`src/rtl/de_stage_reg.sv`:
```
// de_stage_reg: D/E pipeline register with E-stage operand forwarding from M and W.
// Stall or flush inserts a bubble; there is no hold mode.
module de_stage_reg #(
    parameter int               WIDTH    = 32,
    parameter logic [WIDTH-1:0] PC_RESET = 32'h0000_3000
) (
    input  logic             clk,
    input  logic             reset,
    input  logic             D_Stall,
    input  logic             E_Flush,
    input  logic [WIDTH-1:0] D_PC,
    input  logic [4:0]       D_RsNum,
    input  logic [4:0]       D_RtNum,
    input  logic [WIDTH-1:0] D_RsData,
    input  logic [WIDTH-1:0] D_RtData,
    input  logic [WIDTH-1:0] D_Ext,
    input  logic [1:0]       D_ALUOp,
    input  logic             D_ALUSrc,
    input  logic             D_RegWrite,
    input  logic [4:0]       D_WriteReg,
    input  logic             D_MemWrite,
    input  logic [1:0]       D_Tnew,
    input  logic             M_FwdValid,
    input  logic [4:0]       M_FwdReg,
    input  logic [WIDTH-1:0] M_FwdData,
    input  logic             W_FwdValid,
    input  logic [4:0]       W_FwdReg,
    input  logic [WIDTH-1:0] W_FwdData,
    output logic [WIDTH-1:0] E_ALU_A,
    output logic [WIDTH-1:0] E_ALU_B,
    output logic [1:0]       E_ALU_ALUOp,
    output logic [WIDTH-1:0] E_StoreData,
    output logic [WIDTH-1:0] E_PC,
    output logic             E_RegWrite,
    output logic [4:0]       E_WriteReg,
    output logic             E_MemWrite,
    output logic [1:0]       E_Tnew,
    output logic [4:0]       E_RsNum,
    output logic [4:0]       E_RtNum,
    output logic             E_Valid
);
    logic [WIDTH-1:0] pc_q, pc_d, rs_data_q, rs_data_d, rt_data_q, rt_data_d, ext_q, ext_d;
    logic [4:0]       rs_num_q, rs_num_d, rt_num_q, rt_num_d, write_reg_q, write_reg_d;
    logic [1:0]       alu_op_q, alu_op_d, tnew_q, tnew_d;
    logic             alu_src_q, alu_src_d, reg_write_q, reg_write_d;
    logic             mem_write_q, mem_write_d, valid_q, valid_d;
    logic             bubble;
    logic [WIDTH-1:0] rs_fwd, rt_fwd;

    always_comb begin
        bubble      = E_Flush | D_Stall;
        pc_d        = bubble ? PC_RESET : D_PC;
        rs_num_d    = bubble ? 5'd0 : D_RsNum;
        rt_num_d    = bubble ? 5'd0 : D_RtNum;
        rs_data_d   = bubble ? '0 : D_RsData;
        rt_data_d   = bubble ? '0 : D_RtData;
        ext_d       = bubble ? '0 : D_Ext;
        alu_op_d    = bubble ? 2'b00 : D_ALUOp;
        alu_src_d   = bubble ? 1'b0 : D_ALUSrc;
        reg_write_d = bubble ? 1'b0 : D_RegWrite;
        write_reg_d = bubble ? 5'd0 : D_WriteReg;
        mem_write_d = bubble ? 1'b0 : D_MemWrite;
        tnew_d      = bubble ? 2'd0 : D_Tnew;
        valid_d     = ~bubble;
    end

    always_ff @(posedge clk) begin
        if (!reset) begin
            pc_q        <= PC_RESET;
            rs_num_q    <= 5'd0;
            rt_num_q    <= 5'd0;
            rs_data_q   <= '0;
            rt_data_q   <= '0;
            ext_q       <= '0;
            alu_op_q    <= 2'b00;
            alu_src_q   <= 1'b0;
            reg_write_q <= 1'b0;
            write_reg_q <= 5'd0;
            mem_write_q <= 1'b0;
            tnew_q      <= 2'd0;
            valid_q     <= 1'b0;
        end else begin
            pc_q        <= pc_d;
            rs_num_q    <= rs_num_d;
            rt_num_q    <= rt_num_d;
            rs_data_q   <= rs_data_d;
            rt_data_q   <= rt_data_d;
            ext_q       <= ext_d;
            alu_op_q    <= alu_op_d;
            alu_src_q   <= alu_src_d;
            reg_write_q <= reg_write_d;
            write_reg_q <= write_reg_d;
            mem_write_q <= mem_write_d;
            tnew_q      <= tnew_d;
            valid_q     <= valid_d;
        end
    end

    // $0 is never forwarded; M is younger than W so it wins on a double match
    always_comb begin
        rs_fwd = (rs_num_q == 5'd0) ? '0 :
                 (M_FwdValid && M_FwdReg == rs_num_q) ? M_FwdData :
                 (W_FwdValid && W_FwdReg == rs_num_q) ? W_FwdData : rs_data_q;
        rt_fwd = (rt_num_q == 5'd0) ? '0 :
                 (M_FwdValid && M_FwdReg == rt_num_q) ? M_FwdData :
                 (W_FwdValid && W_FwdReg == rt_num_q) ? W_FwdData : rt_data_q;
    end

    assign E_ALU_A     = rs_fwd;
    assign E_ALU_B     = alu_src_q ? ext_q : rt_fwd;
    assign E_StoreData = rt_fwd;
    assign E_ALU_ALUOp = alu_op_q;
    assign E_PC        = pc_q;
    assign E_RegWrite  = reg_write_q;
    assign E_WriteReg  = write_reg_q;
    assign E_MemWrite  = mem_write_q;
    assign E_Tnew      = tnew_q;
    assign E_RsNum     = rs_num_q;
    assign E_RtNum     = rt_num_q;
    assign E_Valid     = valid_q;
endmodule

```
`config.mk`:
```
export PLATFORM = sky130hd
export DESIGN_NAME = de_stage_reg
export DESIGN_NICKNAME = d
export VERILOG_FILES = /design/src/rtl/de_stage_reg.sv
export SDC_FILE = /design/constraint.sdc
export NUM_CORES = 1
export LEC_CHECK = 0
export ABC_CLOCK_PERIOD_IN_PS = 1550
export BUFFER_PORTS_ARGS = -buffer_cell sky130_fd_sc_hd__clkbuf_2
export CAP_MARGIN = 30
export CELL_PAD_IN_SITES_DETAIL_PLACEMENT = 1
export CELL_PAD_IN_SITES_GLOBAL_PLACEMENT = 1
export CORE_UTILIZATION = 29
export CTS_BUF_LIST = sky130_fd_sc_hd__clkbuf_4 sky130_fd_sc_hd__clkbuf_8
export CTS_CLUSTER_DIAMETER = 40
export CTS_CLUSTER_SIZE = 30
export DETAILED_ROUTE_END_ITERATION = 7
export GPL_TIMING_DRIVEN = 0
export PLACE_DENSITY = 0.79
export SYNTH_ARGS = -nofsm -noshare
export SYNTH_HDL_FRONTEND = slang
export SYNTH_SLANG_ARGS = --single-unit
export TNS_END_PERCENT = 30
```
`constraint.sdc`:
```
create_clock -name clk -period 1.55 [get_ports clk]
set_input_delay 0.155 -clock clk [delete_from_list [all_inputs] [get_ports clk]]
set_output_delay 0.155 -clock clk [all_outputs]
set_load 0.005 [all_outputs]
```
After elaboration in Yosys (flattened, before gate mapping)

Cells that the tools add are included.

Register bits: 151
Input port bits: 230
Output and inout port bits: 150
Word-level logic and storage cells: 34

Equal/unequal tests: 4
Mux-type cells: 7
Bitwise logic cells: 3
Reductions and logical operators: 7

Operators with widths:

| cell                | number |
|---|---|
| 2-to-1 mux 32 bit   | 7 |
| equality test 5 bit | 4 |
| zero test 5 bit     | 2 |
| logical AND 1 bit   | 4 |
| inverter 1 bit      | 2 |
| OR reduction 2 bit  | 1 |
| bitwise OR 1 bit    | 1 |

Longest topological paths before layout

Gate-level depths: netlist of the first run.

Depth after elaboration: 6
Mapped depth: 7
Depth with buffers taken out: 5

Worst setup path before layout of the first run

Ideal clock, no wire load.

Path type: register -> output
Start: register rt_num_q[2], in the netlist E_RtNum[2]
End: output E_ALU_B[29]
Arrival time: 1,513 ps
Required time: 1,395 ps
Slack: -118 ps
Stages on the path, launching flop included: 8
Path buffers: 2
Path through: dfxtp_1 > xnor2_1 > and4_4 > and2_1 > buf_4 > buf_6 > a211oi_2 > o31ai_1

Cells in the longest elaborated chain, start to end: 6
Elaborated cells between the ends (all ways): 9

RTL lines:

| element                  | line | source |
|---|---|---|
| start: declaration       | 43   | `logic [4:0] rs_num_q, rs_num_d, rt_num_q, rt_num_d, write_reg_q, write_reg_d;` |
| start signal: assignment | 85   | `rt_num_q <= rt_num_d;` |
| equality test 5 bit      | 106  | `(W_FwdValid && W_FwdReg == rt_num_q) ? W_FwdData : rt_data_q;` |
| logical AND 1 bit        | 106  |  |
| 2-to-1 mux 32 bit        | 106  |  |
| 2-to-1 mux 32 bit        | 105  | `(M_FwdValid && M_FwdReg == rt_num_q) ? M_FwdData :` |
| 2-to-1 mux 32 bit *      | 104  | `rt_fwd = (rt_num_q == 5'd0) ? '0 :` |
| 2-to-1 mux 32 bit *      | 110  | `assign E_ALU_B = alu_src_q ? ext_q : rt_fwd;` |
| end: declaration         | 30   | `output logic [WIDTH-1:0] E_ALU_B,` |

Every way passes the cells marked *; elsewhere a longest branch is shown, timed or not.

Worst setup path after layout of the first run

Start: register rs_num_q[2], in the netlist E_RsNum[2]
End: output E_ALU_A[25]

Cells in the longest elaborated chain, start to end: 5
Elaborated cells between the ends (all ways): 8

RTL lines:

| element                  | line | source |
|---|---|---|
| start: declaration       | 43   |  |
| start signal: assignment | 84   | `rs_num_q <= rs_num_d;` |
| equality test 5 bit      | 103  | `(W_FwdValid && W_FwdReg == rs_num_q) ? W_FwdData : rs_data_q;` |
| logical AND 1 bit        | 103  |  |
| 2-to-1 mux 32 bit        | 103  |  |
| 2-to-1 mux 32 bit        | 102  | `(M_FwdValid && M_FwdReg == rs_num_q) ? M_FwdData :` |
| 2-to-1 mux 32 bit *      | 101  | `rs_fwd = (rs_num_q == 5'd0) ? '0 :` |
| end: declaration         | 29   | `output logic [WIDTH-1:0] E_ALU_A,` |

Marked as above.

==> results of run 1 <==
cell usage after synthesis (all sizes together):
library cell / number / share of area
nor3: 1 / 0.00074
nor4: 2 / 0.0018
a211oi: 64 / 0.12
xor2: 10 / 0.013
xnor2: 10 / 0.013
or2: 1 / 0.00092
dfxtp: 151 / 0.45
o21ai: 32 / 0.024
and4: 1 / 0.0017
nand4: 1 / 0.00092
clkbuf: 39 / 0.022
buf: 20 / 0.026
mux2i: 32 / 0.047
nand2b: 3 / 0.0028
o31ai: 32 / 0.035
nand3: 1 / 0.00074
and2: 149 / 0.14
nor2: 100 / 0.055
and3: 1 / 0.00092
nor3b: 1 / 0.0011
a21boi: 32 / 0.035
nand2: 34 / 0.019
or4: 1 / 0.0011
what timing repair did:
| action | 4_1_cts | 5_1_grt |
|---|---|---|
| cloned | 2 | 0 |
| hold buffers | 150 | 0 |
| resized for setup | 129 | 113 |
| pin swaps | 17 | 19 |
| endpoints found under the hold margin | 150 | 0 |
| setup endpoints to repair | 128 | 96 |
| setup buffers | 18 | 1 |
area by class of cell:
| class | count | area share |
|---|---|---|
| Timing Repair Buffer | 549 | 0.306 |
| Clock buffer | 17 | 0.0197 |
| Clock inverter | 15 | 0.0149 |
| Sequential cell | 151 | 0.257 |
| Antenna cell | 2 | 0.000421 |
| Buffer | 55 | 0.0428 |
| Tap cell | 313 | 0.0329 |
| Multi-Input combinational cell | 509 | 0.327 |
registers in the layout (all words and copies together) (netlist names):
signal / count
E_RsNum: 5
E_RegWrite: 1
rt_data_q: 32
E_Valid: 1
E_Tnew: 2
E_MemWrite: 1
E_ALU_ALUOp: 2
rs_data_q: 32
ext_q: 32
E_RtNum: 5
E_WriteReg: 5
alu_src_q: 1
E_PC: 32
power groups by stage:
| stage | Combinational, mW | Sequential [mW] | Clock, mW |
|---|---|---|---|
| 2_1_floorplan | 0.434 | 4.10 | 0 |
| 3_3_place_gp | 1.03 | 4.11 | 0 |
| 3_5_place_dp | 1.06 | 4.11 | 0 |
| 4_1_cts | 1.48 | 4.02 | 3.32 |
| 5_1_grt | 1.68 | 4.03 | 3.50 |
| 6_report | 1.58 | 4.02 | 3.27 |
kinds of logic after synthesis:
logic type / synth area share
buffers and inverters: 0.0479
AOI/OAI and AO/OA: 0.209
and+or+nand+nor: 0.224
xor gates and xnor gates: 0.0258
DFF: 0.445
muxes: 0.0472
metal layers:
layer / vias up / part of all wire / global-route usage
met2: 329 / 0.52 / 0.518
li1: 3555 / - / -
met4: 0 / 0.034 / 0.115
met3: 70 / 0.055 / 0.0610
met5: - / 0 / 0
met1: 3655 / 0.39 / 0.300
worst max-delay path, delay by kind of cell (launching register included):
family          cells  cell delay (ns)
mux                 1             0.26
buf+inv             3             0.44
xor+xnor            1             0.15
simple gates        2             0.52
flops               1             0.37
compound gates      1             0.12
final timing paths:
check | from | endpoint | depth (start not counted)
worst max-delay path | E_RsNum[2] | E_ALU_A[25] | 8
worst min-delay path | E_Flush | E_Valid | 3
through the flow:
stage / hold slack, ns / total power, mW / setup TNS [ns] / utilization
2_1_floorplan: 0.256 / 4.54 / -2.40 / -
3_3_place_gp: 0.338 / 5.14 / -168.82 / 0.401
3_5_place_dp: 0.359 / 5.17 / -103.51 / 0.402
4_1_cts: 0.160 / 8.81 / -82.07 / 0.510
5_1_grt: 0.236 / 9.22 / -89.40 / 0.522
6_report: 0.242 / 8.88 / -79.64 / 0.522
==> out/metrics.yaml, run 1 <==
final_hold_viol_count: 0
tightest_slew_ns: 0.704
power_switching_mw: 2.72
netlist_instances: 718
layout_setup_ws_ns: -0.932
cp_data_required_time_ns: 1.39
grt_setup_unrepaired: "true"
num_rows: 55
start_util: 0.298
cp-start-kind: "register"
clk_pin_slew_ns: 0.10
finalInstanceArea_mm2: 0.0119
post-place-ws_ns: -1.01
gp_congestion: 0.830
antenna_found_initial: 2
gr-total-overflow: 0
cts_tree: "built"
dp.cells: 1411
timing.final.crit_period_ns: 2.48
crit_type: "register to output pin"
clkPwrFrac: 0.369
wl_mm: 34.4
grt_pass1_wl_mm: 49.7
cpPeakStageDelay_ns: 0.37
grt_pass1_vias: 8553
ys_seq_area_frac: 0.445
p_per_area_mw_per_mm2: 747
placed_area_mm2: 0.00915
min_period_over_period: 1.60
layout-drive-gt1-share: 0.471
netlist_area_mm2: 0.00679
seqCellArea_mm2: 0.00305
avgRoutedWirePerCell_um: 21.3
slew_viol_final: 0
hold_class: "input pin to register"
core-area_mm2: 0.0228
crit_path_frequent_cell: "buf_12"
seq_power_share: 0.453
die_w_um: 155
final_common_cell: "clkbuf_2"
layout_common_cells: "clkbuf_2 (366), dlygate4sd3_1 (150), and2_1 (148)"
fillers: 2600
power_frac_comb: 0.178
grt_max_degree: 18
vdd_drop_max_mv: 0.535
path_cells: "xor2_1, nor4_1, and3_1, buf_12, buf_12, mux2i_1, a211oi_2, clkbuf_2"
drt-pass1-iter-count: 4
cp_max_fo: 10
die_h_um: 155
yosysWarnings: 0
viasPerCell: 4.72
syn_nets: 948
worst_slew_margin_rel: 0.530
violations: "negative setup slack"
dpl.hpwl_mm: 22.4
ys_ff_latch: 151
grt_usage: 0.277
dieArea_mm2: 0.0240
switching_share: 0.306
layout.nets: 1513
cts_sinks: 151
root_buffer: "clkbuf_8"
clk_path_buf_depth: 2
cts_made_buffers: 17
drc_errors: 0
drtIter0Drc: 335
status: "complete, but fails checks"
arrival_ns: 2.33
stdcell_count: 1611
internal_power_mw: 6.16
ant_nets: 0
htreeDepth: 4
finalSetupViolCount: 96
ys_types: 28
vias: 7609
p_leak_nw: 5.28
synth.avg_cell_area_um2: 9.45
multi_input_area_mm2: 0.00389
synthToLayoutAreaGrowth_pct: 75.2
io_buffers: 379
max_freq_mhz: 403
worst_setup_path_end_kind: "output pin"
crit_slowest_cell: "dfxtp_2"
maxCapViolCount: 0
io_pins: 380
Power figures use the tool's default switching activity.
==> run 2, diff against run 1 <==
- PLACE_DENSITY: 0.79 -> unset
- PLACE_DENSITY_LB_ADDON: unset -> 0.05
==> out/metrics.yaml, run 2 (same netlist as run 1, synthesis figures left out) <==
timing.final.crit_period_ns: 2.40
cp-start-kind: "register"
crit_type: "register to output pin"
gr-total-overflow: 0
num_rows: 55
tightest_slew_ns: 0.733
seq_power_share: 0.447
io_pins: 380
drt-pass1-iter-count: 4
hold_class: "input pin to register"
power_switching_mw: 2.52
synthToLayoutAreaGrowth_pct: 73.1
cts_sinks: 151
final_util: 0.516
die_h_um: 155
clk_pin_slew_ns: 0.09
grt_pass1_wl_mm: 44.7
root_buffer: "clkbuf_8"
violations: "negative setup slack"
switching_share: 0.281
antenna_found_initial: 0
worst_setup_path_end_kind: "output pin"
die_w_um: 155
cp_data_required_time_ns: 1.39
use_met3: 0.0649
p_leak_nw: 5.26
grt_max_degree: 17
status: "complete, but fails checks"
vdd_drop_max_mv: 0.474
dpl.hpwl_mm: 21.8
layout_common_cells: "clkbuf_2 (354), dlygate4sd3_1 (150), and2_1 (148)"
grt-busiest-layer: "met2"
internal_power_mw: 6.46
met2_usage: 0.465
htreeDepth: 4
p_per_area_mw_per_mm2: 764
io_buffers: 379
diodes: 0
maxCapViolCount: 0
wl_mm: 30.5
slew_viol_final: 0
layout-drive-gt1-share: 0.454
arrival_ns: 2.25
cp_max_fo: 10
finalSetupViolCount: 96
vias: 7248
fillers: 2715
cts_tree: "built"
post-place-ws_ns: -0.724
layout_setup_ws_ns: -0.852
grt_setup_unrepaired: "true"
drc_errors: 0
avgRoutedWirePerCell_um: 18.9
holdPathStages: 4
min_period_over_period: 1.55
cts_made_buffers: 17
seqCellArea_mm2: 0.00305
multi_input_area_mm2: 0.00373
layout.nets: 1511
grtUsageMet1: 0.279
grt_usage: 0.249
ant_nets: 0
core-area_mm2: 0.0228
power_frac_comb: 0.166
max_freq_mhz: 416
drtIter0Drc: 229
final_hold_viol_count: 0
gp_congestion: 0.784
clk_path_buf_depth: 2
start_util: 0.298
final_common_cell: "clkbuf_2"
viasPerCell: 4.51
grt_pass1_vias: 7789
worst_slew_margin_rel: 0.511
dieArea_mm2: 0.0240
clkPwrFrac: 0.387
run 2: cell types whose count changed in the layout (fill, tap and decap cells not counted), moves of 4 or more:
cell      change
o21ai_0       +4
o21ai_1       -5
mux2i_1       +8
buf_8         -4
mux2i_2       -5
nor2_1        +8
a211oi_4      -4
buf_2        +12
clkbuf_2     -12
nor2_2        -6
run 2: per-layer routing:
metal	vias up	part of all wire	wire, µm
met5	-	0	0
met4	0	0.015	451
met3	28	0.061	1860
met2	239	0.52	15700
met1	3423	0.41	12400
li1	3558	-	-
run 2: cell type report:
cell class	instances	area share
Multi-Input combinational cell	508	0.317
Timing Repair Buffer	546	0.308
Sequential cell	151	0.259
Buffer	57	0.0449
Tap cell	313	0.0333
Clock buffer	18	0.0211
Clock inverter	14	0.0161
run 2: final timing paths:
| kind | startpoint | end | slack [ns] |
|---|---|---|---|
| worst max-delay path | E_RsNum[2] | E_ALU_A[3] | -0.85 |
| worst min-delay path | E_Flush | E_PC[12] | 0.20 |
run 2: through the flow:
step | area, µm² | setup TNS (ns) | instances | hold WS [ns] | power [mW]
final | 11700 | -71.13 | 1607 | 0.201 | 8.97
after detailed placement | 9150 | -73.62 | 1411 | 0.341 | 5.15
after CTS | 11500 | -74.41 | 1602 | 0.264 | 9.00
after global placement | 9140 | -142.48 | 1410 | 0.337 | 5.14
after global routing | 11700 | -84.05 | 1607 | 0.241 | 9.35
after floorplan | 6850 | -2.40 | 718 | 0.256 | 4.54
run 2: power groups by stage:
stage          Clock (mW)  Sequential [mW]  Combinational (mW)
4_1_cts              3.56             4.02                1.43
5_1_grt              3.72             4.03                1.61
3_3_place_gp            0             4.10                1.03
2_1_floorplan           0             4.10               0.434
3_5_place_dp            0             4.11                1.04
6_report             3.47             4.01                1.49
run 2: critical path: stages (launching register included):
cell and delay, ns:
dfxtp_2 0.36, xor2_1 0.14, nor4_1 0.26, and3_1 0.20
buf_6 0.15, buf_12 0.17, mux2i_2 0.25, a211oi_2 0.10
clkbuf_2 0.14
run 2: timing repair:
action,CTS,global route
hold endpoints to repair,150,0
resized for setup,103,98
endpoints found under the setup margin,96,109
setup buffers,10,3
hold buffers,150,0
gates cloned,1,2
pin swaps,10,16
==> run 3, diff against run 2 <==
- ABC_AREA: unset -> 1
- CORE_MARGIN: unset -> 1
- CORE_UTILIZATION: 29 -> 27
==> out/metrics.yaml, run 3 <==
viasPerCell: 4.41
grt_setup_unrepaired: "true"
layout_common_cells: "clkbuf_2 (375), nor2_1 (231), inv_1 (222)"
path_cells: "inv_2, nand2_2, nand2_2, a21oi_4, buf_6, nand3_4, buf_12, buf_12, nor2_4, nor2_1, nand2_1, inv_1, clkbuf_8"
ys_types: 23
gr-total-overflow: 0
cp-start-kind: "register"
vdd_drop_max_mv: 0.521
gp_congestion: 0.815
crit_type: "register to output pin"
ys.flop_type: "dfxtp_1"
cts_tree: "built"
synth.avg_cell_area_um2: 6.20
finalSetupViolCount: 96
io_buffers: 379
cp_max_fo: 8
wl_mm: 36.3
ant_nets: 0
dpl.hpwl_mm: 24.5
grt_pass1_wl_mm: 53.0
yosysWarnings: 0
grt_usage: 0.262
antenna_found_initial: 2
p_per_area_mw_per_mm2: 696
layout.nets: 1988
drt-pass1-iter-count: 5
clk_pin_slew_ns: 0.12
synthToLayoutAreaGrowth_pct: 84.4
critical_path.startpoint: "E_RsNum[1]"
crit_path_end: "E_ALU_A[30]"
finalInstanceArea_mm2: 0.0132
status: "complete, but fails checks"
p_leak_nw: 7.74
root_buffer: "clkbuf_8"
tightest_slew_ns: 0.760
io_pins: 380
slew_viol_final: 0
async_flop_share: 0
layout_setup_ws_ns: -0.724
yosys.area.top_type_share: 0.422
worst_slew_margin_rel: 0.494
violations: "negative setup slack"
die_w_um: 165
worst_setup_path_end_kind: "output pin"
synthTopCellsByArea: "dfxtp_1 (42%), nor2_1 (15%), nand2_1 (12%), inv_1 (12%), nand3_1 (9.2%)"
clk_path_buf_depth: 2
grt_max_degree: 20
cts_sinks: 151
layout-drive-gt1-share: 0.393
ys_seq_area_frac: 0.422
netlist_area_mm2: 0.00716
die_h_um: 165
cp_data_required_time_ns: 1.39
final_util: 0.507
max_freq_mhz: 440
cpPeakStageDelay_ns: 0.37
stdcell_count: 2108
placed_area_mm2: 0.00949
final_common_cell: "clkbuf_2"
post-place-ws_ns: -0.647
syn_nets: 1386
drtIter0Drc: 315
yosys.area.top_type: "dfxtp_1"
synth_edf_count: 0
avgRoutedWirePerCell_um: 17.2
synth_most_common_cell: "nor2_1"
maxCapViolCount: 0
synth_common_cells: "nor2_1 (286), nand2_1 (236), inv_1 (226)"
final_hold_viol_count: 0
holdPathStages: 4
timing.final.crit_period_ns: 2.27
start_util: 0.275
htreeDepth: 4
dp.cells: 1871
arrival_ns: 2.12
dieArea_mm2: 0.0272
hold_class: "input pin to register"
min_period_over_period: 1.47
cts_made_buffers: 17
netlist_instances: 1156
grt_pass1_vias: 9704
num_rows: 59
final.setup.tns_ns: -63.43
drc_errors: 0
ys_ff_latch: 151
core-area_mm2: 0.0261
vias: 9296
crit_slowest_cell: "dfxtp_2"
## run 3: where the power goes
part | total [mW] | internal, mW | switching, mW | leakage (nW)
Clock | 3.33 | 1.27 | 2.06 | 0.213
Sequential | 4.02 | 3.97 | 0.0421 | 1.24
Combinational | 1.85 | 0.924 | 0.931 | 6.30
## run 3: timing repair
action	in CTS	in global routing
setup buffers	30	7
resized for setup	254	93
endpoints found under the hold margin	150	0
setup endpoints to repair	116	96
pin swaps	53	37
hold buffers	150	0
cloned	15	2
## run 3: metal layers
| layer | vias to the layer above | wire (µm) | track usage |
|---|---|---|---|
| li1 | 4640 | - | - |
| met1 | 4313 | 14800 | 0.297 |
| met2 | 288 | 18400 | 0.470 |
| met3 | 55 | 2050 | 0.0655 |
| met4 | 0 | 1060 | 0.102 |
| met5 | - | 0 | 0 |
## run 3: worst min path at each step
stage	from	endpoint	slack (ns)
global route	D_WriteReg[0]	E_WriteReg[0]	0.36
finish	D_WriteReg[0]	E_WriteReg[0]	0.40
global placement	D_PC[12]	E_PC[12]	0.34
detailed placement	D_PC[12]	E_PC[12]	0.34
floorplan	D_PC[12]	E_PC[12]	0.26
CTS	D_PC[12]	E_PC[12]	0.35
## run 3: logic make-up after synthesis
group,after synthesis,synth area share
compound gates,10,0.00769
simple gates,699,0.409
flops,151,0.422
buf+inv,296,0.161
## run 3: final cells by class
class	instances	area [µm²]
Tap cell	335	419
Clock inverter	15	196
Fill cell	3365	12800
Sequential cell	151	3060
Antenna cell	2	5.00
Inverter	234	891
Buffer	61	549
Clock buffer	17	234
Multi-Input combinational cell	711	3710
Timing Repair Buffer	582	4150
## run 3: through the flow
stage          total power [mW]  hold WS, ns
6_report                   9.20        0.398
5_1_grt                    9.63        0.364
4_1_cts                    9.18        0.351
3_5_place_dp               5.30        0.345
3_3_place_gp               5.28        0.344
2_1_floorplan              4.65        0.262
## run 3: critical path, delay by kind of cell, from the launching register on
kind | cells | cell delay, ns
AO/OA/AOI/OAI | 1 | 0.15
buffers and inverters | 6 | 0.70
flip-flops | 1 | 0.37
AND/OR/NAND/NOR | 6 | 0.39
